<file path="config.mk">
export PLATFORM = sky130hd
export DESIGN_NAME = quant_stage
export DESIGN_NICKNAME = d
export VERILOG_FILES = /design/src/rtl/ans_pkg.sv /design/src/rtl/delay_line.sv /design/src/rtl/quant_stage.sv
export SDC_FILE = /design/constraint.sdc
export NUM_CORES = 1
export LEC_CHECK = 0
export CAP_MARGIN = 30
export CORE_ASPECT_RATIO = 1.4
export CORE_MARGIN = 3
export CORE_UTILIZATION = 39
export DETAILED_ROUTE_END_ITERATION = 12
export PLACE_DENSITY = 0.66
export SYNTH_ARGS = -nofsm -noshare
export SYNTH_HDL_FRONTEND = slang
export SYNTH_SLANG_ARGS = --single-unit
</file>
<file path="constraint.sdc">
create_clock -name clk -period 1 [get_ports clk]
set_clock_uncertainty 0.1 [all_clocks]
set_input_delay 0.2 -clock clk [delete_from_list [all_inputs] [get_ports clk]]
set_output_delay 0.2 -clock clk [all_outputs]
set_load 0.01 [all_outputs]
</file>
<file path="src/rtl/ans_pkg.sv">
// Shared defaults, legal parameter ranges and the valid+sign+word payload
// carried between quantiser stages.
package ans_pkg;

  localparam int TW_DEF   = 32;
  localparam int QW_DEF   = 16;
  localparam int DLY_DEF  = 3;
  localparam int TW_MIN   = 8;
  localparam int TW_MAX   = 64;
  localparam int QW_MIN   = 2;
  localparam int DLY_MIN  = 1;
  localparam int DLY_MAX  = 16;
  localparam int WORD_MAX = TW_MAX - 2;

  typedef struct packed {
    logic                valid;
    logic                sgn;
    logic [WORD_MAX-1:0] word;
  } payload_t;

  function automatic bit params_ok(input int tw, input int qw, input int dly);
    return (tw >= TW_MIN) && (tw <= TW_MAX) &&
           (qw >= QW_MIN) && (qw <= tw - 2) &&
           (dly >= DLY_MIN) && (dly <= DLY_MAX);
  endfunction

endpackage

</file>
<file path="src/rtl/delay_line.sv">
// Enable-gated shift register of DEPTH stages, W bits wide, cleared by an
// asynchronous active-low reset.
module delay_line #(
  parameter int W     = 18,
  parameter int DEPTH = 3
) (
  input  logic         clk,
  input  logic         rst_n,
  input  logic         en,
  input  logic [W-1:0] din,
  output logic [W-1:0] dout
);

  logic [W-1:0] pipe_q [DEPTH];

  genvar gi;
  generate
    for (gi = 0; gi < DEPTH; gi++) begin : g_stage
      logic [W-1:0] stage_d;
      if (gi == 0) begin : g_head
        assign stage_d = din;
      end else begin : g_tail
        assign stage_d = pipe_q[gi-1];
      end

      always_ff @(posedge clk or negedge rst_n) begin
        if (!rst_n) begin
          pipe_q[gi] <= '0;
        end else if (en) begin
          pipe_q[gi] <= stage_d;
        end
      end
    end
  endgenerate

  assign dout = pipe_q[DEPTH-1];

endmodule

</file>
<file path="src/rtl/quant_stage.sv">
// One quantiser stage: splits A into a QW-bit word (delayed by DLY) and a scaled
// residual target for the next stage. Define QUANT_ROUND_EN for round-to-nearest.
module quant_stage
  import ans_pkg::*;
#(
  parameter int TW  = TW_DEF,
  parameter int QW  = QW_DEF,
  parameter int DLY = DLY_DEF
) (
  input  logic          clk,
  input  logic          rst_n,
  input  logic          en,
  input  logic          in_valid,
  input  logic [TW-1:0] A,
  input  logic          sgn_in,
  output logic [QW-1:0] C,
  output logic          Csgn,
  output logic          c_valid,
  output logic [TW-1:0] nxttgt,
  output logic          nxt_sgn,
  output logic          nxt_valid
);

  localparam int S  = TW - QW;
  localparam int PW = QW + 2;

  generate
    if (!params_ok(TW, QW, DLY)) begin : g_bad_params
      $error("quant_stage: illegal parameters TW=%0d QW=%0d DLY=%0d", TW, QW, DLY);
    end
  endgenerate

  logic [QW-1:0] hi;
  logic [S-1:0]  lo;
  logic [QW-1:0] q_d;
  logic          neg_d;
  logic [S-1:0]  mag_d;

  assign hi = A[TW-1:S];
  assign lo = A[S-1:0];

`ifdef QUANT_ROUND_EN
  logic [QW:0] hi_inc;
  assign hi_inc = {1'b0, hi} + {{QW{1'b0}}, A[S-1]};
  assign q_d    = hi_inc[QW] ? {QW{1'b1}} : hi_inc[QW-1:0];
  // Rounding up leaves r = lo - 2^S; its magnitude is the S-bit two's complement of lo.
  assign neg_d  = A[S-1] & ~hi_inc[QW];
  assign mag_d  = neg_d ? (~lo + {{(S-1){1'b0}}, 1'b1}) : lo;
`else
  assign q_d    = hi;
  assign neg_d  = 1'b0;
  assign mag_d  = lo;
`endif

  logic [TW-1:0] nxttgt_d;
  logic          nxt_sgn_d;
  assign nxttgt_d  = {mag_d, {QW{1'b0}}};
  assign nxt_sgn_d = sgn_in ^ neg_d;

  logic [QW-1:0] q_q;
  logic          sgn_q, vld_q;
  logic [TW-1:0] nxttgt_q;
  logic          nxt_sgn_q, nxt_vld_q;

  always_ff @(posedge clk or negedge rst_n) begin
    if (!rst_n) begin
      q_q       <= '0;
      sgn_q     <= 1'b0;
      vld_q     <= 1'b0;
      nxttgt_q  <= '0;
      nxt_sgn_q <= 1'b0;
      nxt_vld_q <= 1'b0;
    end else if (en) begin
      q_q       <= q_d;
      sgn_q     <= sgn_in;
      vld_q     <= in_valid;
      nxttgt_q  <= nxttgt_d;
      nxt_sgn_q <= nxt_sgn_d;
      nxt_vld_q <= in_valid;
    end
  end

  logic [PW-1:0] dl_in, dl_out;
  payload_t      c_pl;

  assign dl_in = {vld_q, sgn_q, q_q};

  delay_line #(.W(PW), .DEPTH(DLY)) u_delay_line (
    .clk  (clk),
    .rst_n(rst_n),
    .en   (en),
    .din  (dl_in),
    .dout (dl_out)
  );

  assign c_pl = '{valid: dl_out[PW-1], sgn: dl_out[PW-2], word: WORD_MAX'(dl_out[QW-1:0])};

  assign C         = QW'(c_pl.word);
  assign Csgn      = c_pl.sgn;
  assign c_valid   = c_pl.valid;
  assign nxttgt    = nxttgt_q;
  assign nxt_sgn   = nxt_sgn_q;
  assign nxt_valid = nxt_vld_q;

endmodule
</file>
Word level (Yosys, flattened, before mapping)

Index checks and enable logic that the tools add are counted.

Register bits: 88
Bits in latches: 0
Memory bits (writable): 0
ROM bits: 0
Output and inout bits: 52
Memories kept: 0

Add/sub/neg operators: 0
$mul: 0
Div/mod/pow operators: 0
$lt $le $gt $ge: 0
Eq/ne operators: 0
Shift-type cells: 0
Multiplexer cells: 0
Bitwise gates (word level): 0
Reduce and logical (&&, ||, !) cells: 0

Longest topological paths before layout

Gate-level depths: netlist of the first run.

Depth in word-level cells: 0
Gate-level depth with buffers: 4
Depth with buffers taken out: 1

Modules after synthesis

A second synthesis of the first run with hierarchy kept.

Cell total of the unflattened synthesis: 203
Area total of the unflattened synthesis: 3,799.9 um^2

Modules (own cells, without submodules):

| module      | instances | cells an instance | area an instance (um^2) | sequential area each (um^2) |
|---|---|---|---|---|
| delay_line  | 1         | 114               | 2,258.4                 | 1,351.3 |
| quant_stage | 1         | 89                | 1,541.5                 | 850.8 |

Least setup slack after synthesis of the first run

No wires, ideal clock.

Path type: input to register
From: in en
To: reg q_q[0]
Arrival time: 0.877 ns
Required time: 0.775 ns
Path slack: -0.103 ns
Stages on the path: 4
Buffers on the path: 3
Cells stage by stage: buf_6 buf_6 buf_6 mux2_4

RTL lines:

| item                   | RTL line          | source |
|---|---|---|
| start: declaration     | quant_stage.sv:12 | `input logic en,` |
| end signal: assignment | quant_stage.sv:74 | `q_q <= q_d;` |
| end: declaration       | quant_stage.sv:60 | `logic [QW-1:0] q_q;` |

No word-level cell between the ends.

Worst setup path in the final report of the first run

From: reg nxt_sgn_q (netlist: nxt_sgn)
To: out nxt_sgn

RTL lines:

| item                     | RTL line          | source |
|---|---|---|
| start: declaration       | quant_stage.sv:63 | `logic nxt_sgn_q, nxt_vld_q;` |
| start signal: assignment | quant_stage.sv:78 | `nxt_sgn_q <= nxt_sgn_d;` |
| end: declaration         | quant_stage.sv:20 | `output logic nxt_sgn,` |

No word-level cell between the ends.

==> results of run 1 <==
-- power by group --
| group | switching (mW) | internal (mW) | leakage [nW] |
|---|---|---|---|
| Combinational | 0.596 | 1.06 | 0.922 |
| Sequential | 0.276 | 4.13 | 1.03 |
| Clock | 1.35 | 2.01 | 0.145 |
| Total | 2.22 | 7.20 | 2.10 |
-- Yosys cell counts --
cell	n	area [um^2]
sky130_fd_sc_hd__buf_6	4	45.04
sky130_fd_sc_hd__dfrtp_1	88	2202
sky130_fd_sc_hd__conb_1	1	3.750
sky130_fd_sc_hd__mux2_4	20	300.3
sky130_fd_sc_hd__mux2_2	68	765.7
sky130_fd_sc_hd__buf_4	16	120.1
sky130_fd_sc_hd__buf_2	6	30.03
-- per-stage QoR --
step / setup TNS [ns] / total power [mW] / utilization [%]
finish: -5.305 / 9.420 / 53.07
global route: -6.735 / 9.894 / 53.07
CTS: -5.823 / 9.475 / 52.43
detailed placement: -18.88 / 6.214 / 50.19
global placement: -17.45 / 6.153 / 50.19
floorplan: -4.561 / 5.320 / -
-- final cells by class --
| type | instances | area [um^2] | area share [%] |
|---|---|---|---|
| flip-flops and latches | 88 | 2202 | 48.21 |
| repair buffers | 94 | 790.8 | 17.31 |
| clock buffers | 10 | 239.0 | 5.231 |
| clock inverters | 6 | 67.56 | 1.479 |
| well taps | 105 | 131.4 | 2.876 |
| multi-input cells | 104 | 1137 | 24.90 |
-- cell families (layout without fill, tap and decap cells) --
| kind of cell | count (synthesis) | after routing |
|---|---|---|
| muxes | 88 | 88 |
| DFF | 88 | 88 |
| buffers and inverters | 26 | 110 |
| other | 1 | 16 |
-- worst paths after layout --
kind	to	start	depth (start not counted)	slack, ns
worst max-delay path	nxt_sgn	nxt_sgn	1	-0.16
worst min-delay path	nxttgt[31]	en	2	0.11
worst max register to register	u_delay_line.dout[14]	u_delay_line.dout[14]	3	-0.08
worst min register to register	u_delay_line.dout[1]	u_delay_line.dout[1]	1	0.40
max in group asynchronous	u_delay_line.g_stage[1].stage_d[3]	rst_n	3	0.19
min in group asynchronous	q_q[12]	rst_n	2	0.17
-- flip-flops by register name, summed over array words and instances (netlist names) --
signal / flops
q_q: 16
u_delay_line.dout: 18
nxt_sgn: 1
nxttgt: 16
u_delay_line.g_stage.stage_d: 36
nxt_valid: 1
-- layer usage --
| layer | GRT usage [%] | vias to the layer above |
|---|---|---|
| li1 | - | 860 |
| met1 | 15.09 | 946 |
| met2 | 19.26 | 46 |
| met3 | 3.431 | 7 |
| met4 | 5.644 | 0 |
| met5 | 0 | - |
-- what timing repair did --
item / in CTS / in global routing
setup endpoints to repair: 36 / 42
buffers inserted: 7 / 5
hold buffers: 1 / 0
gates cloned: 0 / 0
hold endpoints to repair: 88 / 0
gates resized for setup: 145 / 9
==> summary.md, run 1 <==
Outcome
* run status: finished, violations left
* failing checks: setup timing

Synth
* combinational family with the most area after synthesis: multiplexers
* area share of and/or/nand/nor cells after synthesis: 0%
* cell count after synthesis: 203
* XOR/XNOR share of the synthesized area: 0%
* count of warnings emitted by yosys: 0
* share of synthesized area occupied by flip-flops and latches: 63.51%
* unique cell type count in the Yosys netlist: 7
* #FFs+latches synth: 88
* cell area after technology mapping: 3467 um^2
* mean instance size in the synthesized netlist: 17.08 um^2
* complex-gate fraction of the synthesized area: 0%
* multiplexer share of the synthesized area: 30.75%
* Synth Area in Adders: 0%

Route
* highest layer used for signal routing: met4
* detailed-route wire length: 5641 um
* drc violations: 0
* Initial DRC Count: 65
* via count: 1859
* Routed Antenna Nets: 0
* Met3 Routed Length: 299 um
* Met2 Routed Length: 2817 um
* TritonRoute pass-1 iters: 4
* average wire per standard cell: 13.86 um
* wire length on met1: 2408 um
* via-per-instance ratio: 4.568

Die
* ports placed on the boundary: 89
* Core ar.: 8608 um^2
* Die Y-Extent: 117.6 um
* cell row count: 40
* full die area: 10070 um^2
* floorplan die width: 85.69 um
* starting density of the core: 40.28%

Clocking
* clock-pin slew reported for the worst setup and hold paths after clock tree synthesis: 0.07 ns
* TritonCTS clock tree: built
* cell at the root of the clock tree: sky130_fd_sc_hd__clkbuf_16
* clock latency reported for the late side of the worst-skew pair: 0.33 ns
* # H-tree levels: 3
* number of CTS-inserted buffers: 9
* Sinks on Clock Net: 88
* clk buf depth: 2

Finish
* commonest cells after routing, fill and taps aside: sky130_fd_sc_hd__dfrtp_1, sky130_fd_sc_hd__mux2_2, sky130_fd_sc_hd__buf_2
* most common library cell in the layout ignoring fill and taps: sky130_fd_sc_hd__dfrtp_1
* net total in the final layout: 334
* antenna diode instance count: 0
* post-route insts no fill: 407
* area overhead of the layout relative to synthesis: 31.76%
* fraction of layout cells with a size suffix above 1: 53.97%
* area of all placed cells without fillers: 4568 um^2
* # fillers: 748

Worst setup path
* crit path kind: flip-flop to output port
* cells along the critical path: buf_2
* WP data arrival: 0.86 ns
* worst path bufs/invs: 1
* dominant delay contributor by cell family on the critical path: flip-flops
* critical path endpoint category: output port
* Max FO, Critical Path: 3
* library cell contributing the largest single delay on the critical path: sky130_fd_sc_hd__dfrtp_1
* launching element type of the critical path: flip-flop
* delay of the slowest critical-path stage: 0.39 ns
* data required time of the worst path: 0.70 ns

Pwr
* PwrDens: 2062 nW/um^2
* Max VDD drop: 1.120 mV
* leakage power: 2.100 nW

Placement
* total half-perimeter wirelength after legalization and detailed placement: 3867 um
* total cell area at the placement stage: 4320 um^2
* Port Buffer Count: 72
* setup slack at placement: -0.1875 ns
* number of instances in the placed design: 380
* placer's final routability congestion estimate: 0.6599

Global routing
* residual overflow from global routing: 0
* maximum number of pins on one net before global-route repair: 30
* via count of the first global-routing pass: 1959
* Total Routing Usage GR: 12.11%
* global-route wire length before repair: 9597 um
* initial antenna violation count: 0

STA
* final count of hold timing violations: 0
* post-layout minimum cycle time: 1.159 ns
* highest attainable clock frequency: 0.8624 GHz
* count of pins over their slew limit: 0
* worst hold margin: 0.1058 ns
* # setup viols final: 39
* fin crit share: 115.9%
* unrepaired setup endpoints after global routing: true
* min setup slack post-route: -0.1595 ns

Hold path
* worst hold-check path type: primary input to flip-flop

Run
* number of max-capacitance violations reported: 0

Note: power is estimated with default switching activity, not from simulation.
==> run 2: changes to the inputs <==
CTS_CLUSTER_SIZE = 16   (was not set)
==> results of run 2 <==
Same layout as run 1: the final DEF is identical, and so are final timing and power.
